===== src/rtl/div_if.sv =====
// Pipeline <-> divider handshake: operands and control from EXE, stall/ready/result back.
interface div_if;
   logic        div_start_i;
   logic        div_signed_i;
   logic [31:0] div_opdata1_i;
   logic [31:0] div_opdata2_i;
   logic        div_cancel_i;
   logic        stallreq_o;
   logic        div_ready_o;
   logic [63:0] div_result_o;

   modport master (
      output div_start_i, div_signed_i, div_opdata1_i, div_opdata2_i, div_cancel_i,
      input  stallreq_o, div_ready_o, div_result_o
   );

   modport slave (
      input  div_start_i, div_signed_i, div_opdata1_i, div_opdata2_i, div_cancel_i,
      output stallreq_o, div_ready_o, div_result_o
   );
endinterface


===== src/rtl/div_ctrl.sv =====
// Multi-cycle restoring divider for DIV/DIVU: one quotient bit per cycle, sign fix-up on completion.
module div_ctrl (
   input  logic cpu_clk_50M,
   input  logic cpu_rst_n,
   div_if.slave div_bus
);

   typedef enum logic [1:0] {
      IDLE_S = 2'd0,
      BUSY_S = 2'd1,
      DONE_S = 2'd2
   } state_t;

   state_t      state_r;
   state_t      next_state_s;
   logic [4:0]  cnt_r;
   logic        signed_r;
   logic        sign1_r;
   logic        sign2_r;
   logic [31:0] quot_r;
   logic [31:0] divisor_r;
   logic [31:0] rem_r;
   logic        ready_r;
   logic [63:0] result_r;

   logic        accept_s;
   logic [32:0] trial_s;
   logic        ge_s;
   logic [31:0] rem_next_s;
   logic [31:0] quot_next_s;
   logic [31:0] quot_fix_s;
   logic [31:0] rem_fix_s;
   logic        stall_s;

   function automatic logic [31:0] neg32(input logic [31:0] v);
      neg32 = (~v) + 32'd1;
   endfunction

   function automatic logic [31:0] abs32(input logic [31:0] v, input logic is_signed);
      abs32 = (is_signed & v[31]) ? neg32(v) : v;
   endfunction

   // State register
   always_ff @(posedge cpu_clk_50M or negedge cpu_rst_n) begin
      if (!cpu_rst_n) begin
         state_r <= IDLE_S;
      end else begin
         state_r <= next_state_s;
      end
   end

   // Next-state decode; cancel has priority over completion
   always_comb begin
      next_state_s = state_r;
      case (state_r)
         IDLE_S: begin
            if (accept_s) begin
               next_state_s = (div_bus.div_opdata2_i == 32'd0) ? DONE_S : BUSY_S;
            end else begin
               next_state_s = IDLE_S;
            end
         end
         BUSY_S: begin
            if (div_bus.div_cancel_i) begin
               next_state_s = IDLE_S;
            end else if (cnt_r == 5'd31) begin
               next_state_s = DONE_S;
            end else begin
               next_state_s = BUSY_S;
            end
         end
         DONE_S:  next_state_s = IDLE_S;
         default: next_state_s = IDLE_S;
      endcase
   end

   // Stall request output decode
   always_comb begin
      stall_s = 1'b0;
      case (state_r)
         IDLE_S:  stall_s = accept_s;
         BUSY_S:  stall_s = ~div_bus.div_cancel_i;
         DONE_S:  stall_s = 1'b0;
         default: stall_s = 1'b0;
      endcase
   end

   // One restoring step: 33-bit trial remainder against the zero-extended divisor
   always_comb begin
      accept_s    = div_bus.div_start_i & ~div_bus.div_cancel_i;
      trial_s     = {rem_r, quot_r[31]};
      ge_s        = (trial_s >= {1'b0, divisor_r});
      rem_next_s  = ge_s ? (trial_s[31:0] - divisor_r) : trial_s[31:0];
      quot_next_s = {quot_r[30:0], ge_s};
      quot_fix_s  = (signed_r & (sign1_r ^ sign2_r)) ? neg32(quot_next_s) : quot_next_s;
      rem_fix_s   = (signed_r & sign1_r) ? neg32(rem_next_s) : rem_next_s;
   end

   // Operand capture and iteration datapath
   always_ff @(posedge cpu_clk_50M or negedge cpu_rst_n) begin
      if (!cpu_rst_n) begin
         cnt_r     <= 5'd0;
         signed_r  <= 1'b0;
         sign1_r   <= 1'b0;
         sign2_r   <= 1'b0;
         quot_r    <= 32'd0;
         divisor_r <= 32'd0;
         rem_r     <= 32'd0;
      end else begin
         case (state_r)
            IDLE_S: begin
               if (accept_s) begin
                  cnt_r     <= 5'd0;
                  signed_r  <= div_bus.div_signed_i;
                  sign1_r   <= div_bus.div_opdata1_i[31];
                  sign2_r   <= div_bus.div_opdata2_i[31];
                  quot_r    <= abs32(div_bus.div_opdata1_i, div_bus.div_signed_i);
                  divisor_r <= abs32(div_bus.div_opdata2_i, div_bus.div_signed_i);
                  rem_r     <= 32'd0;
               end
            end
            BUSY_S: begin
               if (!div_bus.div_cancel_i) begin
                  cnt_r  <= cnt_r + 5'd1;
                  quot_r <= quot_next_s;
                  rem_r  <= rem_next_s;
               end
            end
            DONE_S: begin
               cnt_r <= 5'd0;
            end
            default: begin
               cnt_r <= 5'd0;
            end
         endcase
      end
   end

   // Registered ready pulse and result; both are zero outside DONE
   always_ff @(posedge cpu_clk_50M or negedge cpu_rst_n) begin
      if (!cpu_rst_n) begin
         ready_r  <= 1'b0;
         result_r <= 64'd0;
      end else begin
         ready_r <= (next_state_s == DONE_S);
         if ((state_r == BUSY_S) && (next_state_s == DONE_S)) begin
            result_r <= {rem_fix_s, quot_fix_s};
         end else begin
            result_r <= 64'd0;
         end
      end
   end

   assign div_bus.stallreq_o   = stall_s;
   assign div_bus.div_ready_o  = ready_r;
   assign div_bus.div_result_o = result_r;

endmodule

===== src/flat_wrapper.sv =====
// flat-port wrapper written by rule: the top's interface ports become plain ports
module div_ctrl_flat 
  (cpu_clk_50M, cpu_rst_n, div_bus_div_start_i, div_bus_div_signed_i, div_bus_div_opdata1_i, div_bus_div_opdata2_i, div_bus_div_cancel_i, div_bus_stallreq_o, div_bus_div_ready_o, div_bus_div_result_o);
  div_if div_bus_i ();
  input  logic cpu_clk_50M;
  input  logic cpu_rst_n;
  input wire logic [$bits(div_bus_i.div_start_i)-1:0] div_bus_div_start_i;
  input wire logic [$bits(div_bus_i.div_signed_i)-1:0] div_bus_div_signed_i;
  input wire logic [$bits(div_bus_i.div_opdata1_i)-1:0] div_bus_div_opdata1_i;
  input wire logic [$bits(div_bus_i.div_opdata2_i)-1:0] div_bus_div_opdata2_i;
  input wire logic [$bits(div_bus_i.div_cancel_i)-1:0] div_bus_div_cancel_i;
  output wire logic [$bits(div_bus_i.stallreq_o)-1:0] div_bus_stallreq_o;
  output wire logic [$bits(div_bus_i.div_ready_o)-1:0] div_bus_div_ready_o;
  output wire logic [$bits(div_bus_i.div_result_o)-1:0] div_bus_div_result_o;
  assign div_bus_i.div_start_i = div_bus_div_start_i;
  assign div_bus_i.div_signed_i = div_bus_div_signed_i;
  assign div_bus_i.div_opdata1_i = div_bus_div_opdata1_i;
  assign div_bus_i.div_opdata2_i = div_bus_div_opdata2_i;
  assign div_bus_i.div_cancel_i = div_bus_div_cancel_i;
  assign div_bus_stallreq_o = div_bus_i.stallreq_o;
  assign div_bus_div_ready_o = div_bus_i.div_ready_o;
  assign div_bus_div_result_o = div_bus_i.div_result_o;
  div_ctrl u_core (.cpu_clk_50M(cpu_clk_50M), .cpu_rst_n(cpu_rst_n), .div_bus(div_bus_i));
endmodule

===== config.mk =====
export PLATFORM = sky130hd
export DESIGN_NAME = div_ctrl_flat
export DESIGN_NICKNAME = d
export VERILOG_FILES = /design/src/rtl/div_if.sv /design/src/rtl/div_ctrl.sv /design/src/flat_wrapper.sv
export SDC_FILE = /design/constraint.sdc
export NUM_CORES = 1
export LEC_CHECK = 0
export CAP_MARGIN = 40
export CORE_MARGIN = 1
export CORE_UTILIZATION = 52
export CTS_BUF_LIST = sky130_fd_sc_hd__clkbuf_4
export CTS_CLUSTER_SIZE = 8
export DETAILED_ROUTE_END_ITERATION = 10
export PLACE_DENSITY_LB_ADDON = 0.2
export SYNTH_ARGS = -nofsm -noshare
export SYNTH_HDL_FRONTEND = slang
export SYNTH_SLANG_ARGS = --single-unit
export TNS_END_PERCENT = 1

===== constraint.sdc =====
create_clock -name cpu_clk_50M -period 10.85 [get_ports cpu_clk_50M]
set_clock_uncertainty 0.15 [all_clocks]
set_input_delay 1.085 -clock cpu_clk_50M [delete_from_list [all_inputs] [get_ports cpu_clk_50M]]
set_output_delay 1.085 -clock cpu_clk_50M [all_outputs]
set_load 0.1 [all_outputs]

==> results.toml, run 1 <==
[run_status]
outcome = "completed"

[finish]
ff_latch_area_um2 = 4279
fillers = 1721
multi_input_area_um2 = 6668
fin_cells = 1840
final_area_um2 = 14500
final_util_pct = 68.11
drive_gt1_share_pct = 8.381
syn_to_final_growth_pct = 27.08
finalNetCount = 1659

[clock_tree]
cts_hold_buf = 0
worstSkewPairLatency_ns = 0.59
cts-root-buf = "clkbuf_4"
ctsResizeCount = 0
cts_made_buffers = 17
cts.path.max_buffers = 2
cts_tree = "done"
clkTransAtPathRegs_ns = 0.15
numClockSinks = 171
h-tree-depth = 4
post_cts.repair.setup_buffers = 0

[route]
antenna_left = 0
via_count = 10992
wl_per_cell_um = 18.55
viasPerCell = 5.974
routed_wl_um = 34130
drt_pre_antenna_iters = 5
dr.first_iter.drc_count = 980
drc = 0

[setup_path]
slowest_stage = "a221oi_1"
cp-endpoint = "u_core.div_bus.div_result_o[62]"
ff2ff_path_depth = 16
endpoint_kind = "flip-flop"
timing.rr.start = "u_core.rem_r[21]"
required_ns = 11.22
path_common_cell = "ha_1"
cpPeakStageDelay_ns = 0.72
crit_start = "u_core.rem_r[21]"
reg2reg_to = "u_core.div_bus.div_result_o[62]"
startpoint_type = "flip-flop"
crit_fanout = 36
path_class = "flip-flop to flip-flop"
critPathArrivalTime_ns = 5.93
path_cells = "ha_1 -> a21oi_1 -> o21ai_0 -> a221oi_1 -> nand4_1 -> o22a_1 -> buf_4 -> inv_2 -> mux2i_1 -> ha_1 -> nand4b_1 -> or4_4 -> o31ai_4 -> nand3_2 -> or4b_1 -> nand3_1"
r2r_setup_slack_ns = 5.29

[synth]
synthDistinctLibCells = 76
synth_edf_count = 0
syn-num-nets = 1492
synth_cells = 1384
synthDominantCellAreaShare_pct = 37.51
ys_warn_count = 0
synth-async-reset-ratio_pct = 100.0
synth-seq-cells = 171
ys.flop_type = "dfrtp_1"
avgSynthCellArea_um2 = 8.243
synth_top_cell_by_area = "dfrtp_1"
syn-cell-area_um2 = 11410
ys_seq_area_share_pct = 37.51
synthTopCellsByArea = "dfrtp_1 38%, o21ai_0 6.4%, nand2_1 5.7%, xor2_1 5.2%, xnor2_1 4.9%"

[timing]
tns_ns = 0
fin_crit_ns = 5.557
worstMarginPinSlew_ns = 0.8695
post-route-period-util_pct = 51.21
hold_viol = 0
setup_violations = 0
setup_ws_ns = 5.293
rsz0062_at_grt = "false"
hold_slack_ns = 0.2303
slew_violations = 0
max_slew_margin_pct = 41.28
fmax_mhz = 180.0

[global_routing]
antenna_found_initial = 1
grt_pass1_wl_um = 54890
grt_pass1_vias = 10760
globalRouteOverflowTotal = 0
grt_max_degree = 88
track_usage_pct = 31.43

[placement]
pre_cts_slack_ns = 5.530
place_area_um2 = 14180
io_buffers = 134
dp_cells = 1807
gp_congestion = 0.9257
hpwl_um = 26410

[floorplanning]
initial_core_util_pct = 53.59
die_w_um = 150.1
dieArea_um2 = 22540
core_area_um2 = 21290
die_h_um = 150.1
rows = 53
io_pins = 135

[flow_run]
cap_violations = 0

[pwr]
peakVddDrop_v = 0.0001606
p_total_mw = 3.736
leakage_nw = 6.133
power_density_nw_per_um2 = 257.7

[min_path]
hold_class = "input port to async pin"
## cell families after synthesis
| family | share of synthesized area [%] |
|---|---|
| flip-flops | 37.51 |
| buffers and inverters | 4.233 |
| multiplexers | 2.281 |
| XOR/XNOR | 10.13 |
| AND/OR/NAND/NOR | 20.77 |
| adder cells (fa/ha/maj) | 4.343 |
| AO/OA/AOI/OAI | 20.73 |
## worst min path at each step
stage	depth (start not counted)	start	to
5_1_grt	1	cpu_rst_n	u_core.divisor_r[25]
2_1_floorplan	2	u_core.divisor_r[10]	u_core.divisor_r[10]
4_1_cts	1	cpu_rst_n	u_core.divisor_r[22]
3_5_place_dp	2	u_core.divisor_r[2]	u_core.divisor_r[2]
6_report	1	cpu_rst_n	u_core.divisor_r[27]
3_3_place_gp	2	u_core.divisor_r[29]	u_core.divisor_r[29]
## registers in the layout, indices dropped and copies added (netlist names)
| name | count |
|---|---|
| u_core.sign1_r | 1 |
| u_core.state_r | 2 |
| u_core.rem_r | 32 |
| u_core.sign2_r | 1 |
| u_core.divisor_r | 32 |
| u_core.cnt_r | 5 |
| u_core.div_bus.div_ready_o | 1 |
| u_core.div_bus.div_result_o | 64 |
| u_core.quot_r | 32 |
| u_core.signed_r | 1 |
## critical path, delay by kind of cell, from the launching register on
family	cells	cell delay (ns)
AOI/OAI and AO/OA	5	1.78
adders and majority gates	2	0.73
buffers and inverters	2	0.45
DFF	1	0.46
muxes	1	0.32
and+or+nand+nor	6	1.59
## Yosys cell counts (17+ instances only)
library cell  count
nand2_1         174
clkbuf_1         49
o22ai_1          30
nand3_1          21
xor2_1           68
nor3_1           43
mux2i_1          26
a21oi_1          86
dfrtp_1         171
a31oi_1          19
ha_1             38
and2_1           17
nor2_1          139
inv_1            54
o21ai_0         147
or3_1            22
xnor2_1          64
o31ai_1          17
## report_power, final
part	internal [mW]	switching, mW	total (mW)
clock network	0.165	0.250	0.415
logic	0.862	1.57	2.43
registers	0.749	0.145	0.894
total	1.78	1.96	3.74
## per-layer routing
| metal | GRT usage (%) | up-vias | wire, µm |
|---|---|---|---|
| li1 | - | 5242 | - |
| met3 | 4.848 | 71 | 1939 |
| met1 | 42.39 | 5275 | 14840 |
| met5 | 0 | - | 0 |
| met4 | 10.35 | 0 | 837 |
| met2 | 51.64 | 404 | 16510 |
## cell usage in the layout, fill, tap and decap left out, drive strengths merged, types with 4 or more instances in the layout
cell type      synthesis  layout
nand2                174     174
nor2                 142     142
a31oi                 19      19
or4                    6       6
xor2                  68      68
ha                    38      38
and3                  11      11
mux2i                 26      26
o211ai                10      10
o31ai                 18      18
nor3                  43      43
and2                  17      17
o221ai                 4       4
a21o                   4       4
clkbuf                51      17
or3                   22      22
dfrtp                171     171
nand3                 22      22
a22oi                  5       5
nand4b                 4       4
a41oi                  4       4
nor4                  13      13
o22ai                 30      30
a21oi                 86      86
nand3b                 5       5
and4                   7       7
nor2b                  6       6
inv                   56      62
nand4                 10      10
clkdlybuf4s50          0     133
a211oi                15      15
buf                   15      81
o41ai                  8       8
o21a                   4       4
xnor2                 64      64
nand2b                12      12
o21ai                152     152
clkinv                 1       4
## area by class of cell
class,count,area share (%)
Clock buffer,17,0.8803
Multi-Input combinational cell,1090,45.99
Clock inverter,14,1.286
Sequential cell,171,29.52
Tap cell,275,2.373
Antenna cell,2,0.03452
Inverter,57,1.476
Timing Repair Buffer,214,18.44
No activity file was read; power rests on OpenSTA's default activity.
==> inputs of run 2 (changes only) <==
Clock period 10.85 ns to 5.7 ns, I/O delays scaled along.
==> results.toml, run 2 (synthesis results as in run 1) <==
[finish]
final_util_pct = 67.45
fin_cells = 1844
largest_register_ffs = 64
drive_gt1_share_pct = 8.673
final_common_cell = "nand2_1"
fillers = 1736
final_cell_mix = "173 x nand2_1, 171 x dfrtp_1, 147 x o21ai_0, 138 x nor2_1, 133 x clkdlybuf4s50_1"
finalNetCount = 1663
syn_to_final_growth_pct = 25.85

[route]
drt_pre_antenna_iters = 5
viasPerCell = 6.040
antenna_left = 0
wl_per_cell_um = 18.57
routed_wl_um = 34240
drc = 0
via_count = 11137
dr.first_iter.drc_count = 928

[pwr]
power_density_nw_per_um2 = 493.1
leakage_nw = 6.083
peakVddDrop_v = 0.0003242

[timing]
fmax_mhz = 204.4
slew_violations = 0
worstMarginPinSlew_ns = 0.8738
fin_crit_ns = 4.893
tns_ns = 0
post-route-period-util_pct = 85.84
max_slew_margin_pct = 41.74
hold_viol = 0
rsz0062_at_grt = "false"
setup_ws_ns = 0.8073
setup_violations = 0

[min_path]
min_path_cells = 2
hold_class = "flip-flop to flip-flop"

[clock_tree]
h-tree-depth = 4
cts-root-buf = "clkbuf_4"
ctsResizeCount = 0
clkTransAtPathRegs_ns = 0.15
numClockSinks = 171
cts_hold_buf = 1
worstSkewPairLatency_ns = 0.61
cts_made_buffers = 17
post_cts.repair.setup_buffers = 0
cts.path.max_buffers = 2
cts_tree = "done"

[setup_path]
path_class = "flip-flop to flip-flop"
required_ns = 6.07
ff2ff_path_depth = 15
cp-endpoint = "u_core.div_bus.div_result_o[48]"
startpoint_type = "flip-flop"
crit_start = "u_core.rem_r[21]"
reg2reg_to = "u_core.div_bus.div_result_o[48]"
critPathArrivalTime_ns = 5.26
timing.rr.start = "u_core.rem_r[21]"
crit_fanout = 7
endpoint_kind = "flip-flop"
r2r_setup_slack_ns = 0.81

[global_routing]
antenna_found_initial = 1
grt_pass1_wl_um = 55680
grt_max_degree = 88
track_usage_pct = 31.70
grt_pass1_vias = 10766
globalRouteOverflowTotal = 0

[placement]
dp_cells = 1809
io_buffers = 134
hpwl_um = 26110
gp_congestion = 0.9667
pre_cts_slack_ns = 0.8840

[floorplanning]
io_pins = 135
die_h_um = 150.1
die_w_um = 150.1
dieArea_um2 = 22540
core_area_um2 = 21290
initial_core_util_pct = 53.59
rows = 53

[flow_run]
cap_violations = 0

[run_status]
outcome = "completed"
[run 2: cell types whose count changed in the layout (fill, tap and decap cells not counted), sizes merged]
cell / change
buf: +3
bufinv: -3
clkbuf: +1
clkinvlp: +1
diode: -1
dlygate4sd3: +1
inv: +2
[run 2: cell type report]
| class | count | area [µm²] | share of cell area, % |
|---|---|---|---|
| clock buffer | 18 | 135.1 | 0.9412 |
| inverter | 57 | 214.0 | 1.490 |
| multi-input combinational | 1090 | 6668 | 46.44 |
| clock inverter | 14 | 131.4 | 0.9150 |
| sequential | 171 | 4279 | 29.80 |
| timing repair buffer | 218 | 2584 | 18.00 |
| tap | 275 | 344.1 | 2.397 |
| antenna | 1 | 2.502 | 0.01743 |
[run 2: power by group]
group / internal [mW] / total [mW] / switching, mW / leakage (nW)
sequential: 1.43 / 1.70 / 0.275 / 2.27
combinational: 1.67 / 4.68 / 3.01 / 3.67
clock: 0.198 / 0.702 / 0.504 / 0.142
[run 2: worst min-delay path by stage]
stage / startpoint / endpoint / slack, ns
finish: u_core.divisor_r[27] / u_core.divisor_r[27] / 0.35
global placement: u_core.divisor_r[8] / u_core.divisor_r[8] / 0.31
detailed placement: u_core.divisor_r[27] / u_core.divisor_r[27] / 0.32
floorplan: cpu_rst_n / u_core.cnt_r[0] / 0.12
CTS: u_core.divisor_r[27] / u_core.divisor_r[27] / 0.35
global route: u_core.divisor_r[15] / u_core.divisor_r[15] / 0.37
[run 2: stage by stage]
| step | power, mW | hold slack, ns | cell area, µm² |
|---|---|---|---|
| after floorplan | 5.019 | 0.1244 | 11410 |
| after global placement | 6.199 | 0.3127 | 12950 |
| after detailed placement | 6.269 | 0.3201 | 14060 |
| after CTS | 6.975 | 0.3537 | 14340 |
| after global routing | 7.598 | 0.3721 | 14360 |
| final | 7.080 | 0.3509 | 14360 |
[run 2: metal layers]
layer,part of all wire [%],wire length (µm),vias to the layer above,track usage (%)
met2,49,16690,431,52.41
met3,5.5,1893,69,3.909
li1,-,-,5268,-
met1,43,14710,5369,42.77
met4,2.8,945,0,11.21
met5,0,0,-,0
[run 2: critical path: stages (launching register included)]
cell	delay, ns
dfrtp_1	0.45
ha_1	0.38
a21oi_1	0.15
o21ai_0	0.22
a221oi_1	0.53
nand4_1	0.15
o22a_1	0.24
inv_2	0.10
mux2i_1	0.33
ha_1	0.33
nand4b_1	0.17
or4_4	0.48
o32ai_1	0.63
a31oi_1	0.20
xor2_1	0.20
nor2_1	0.11
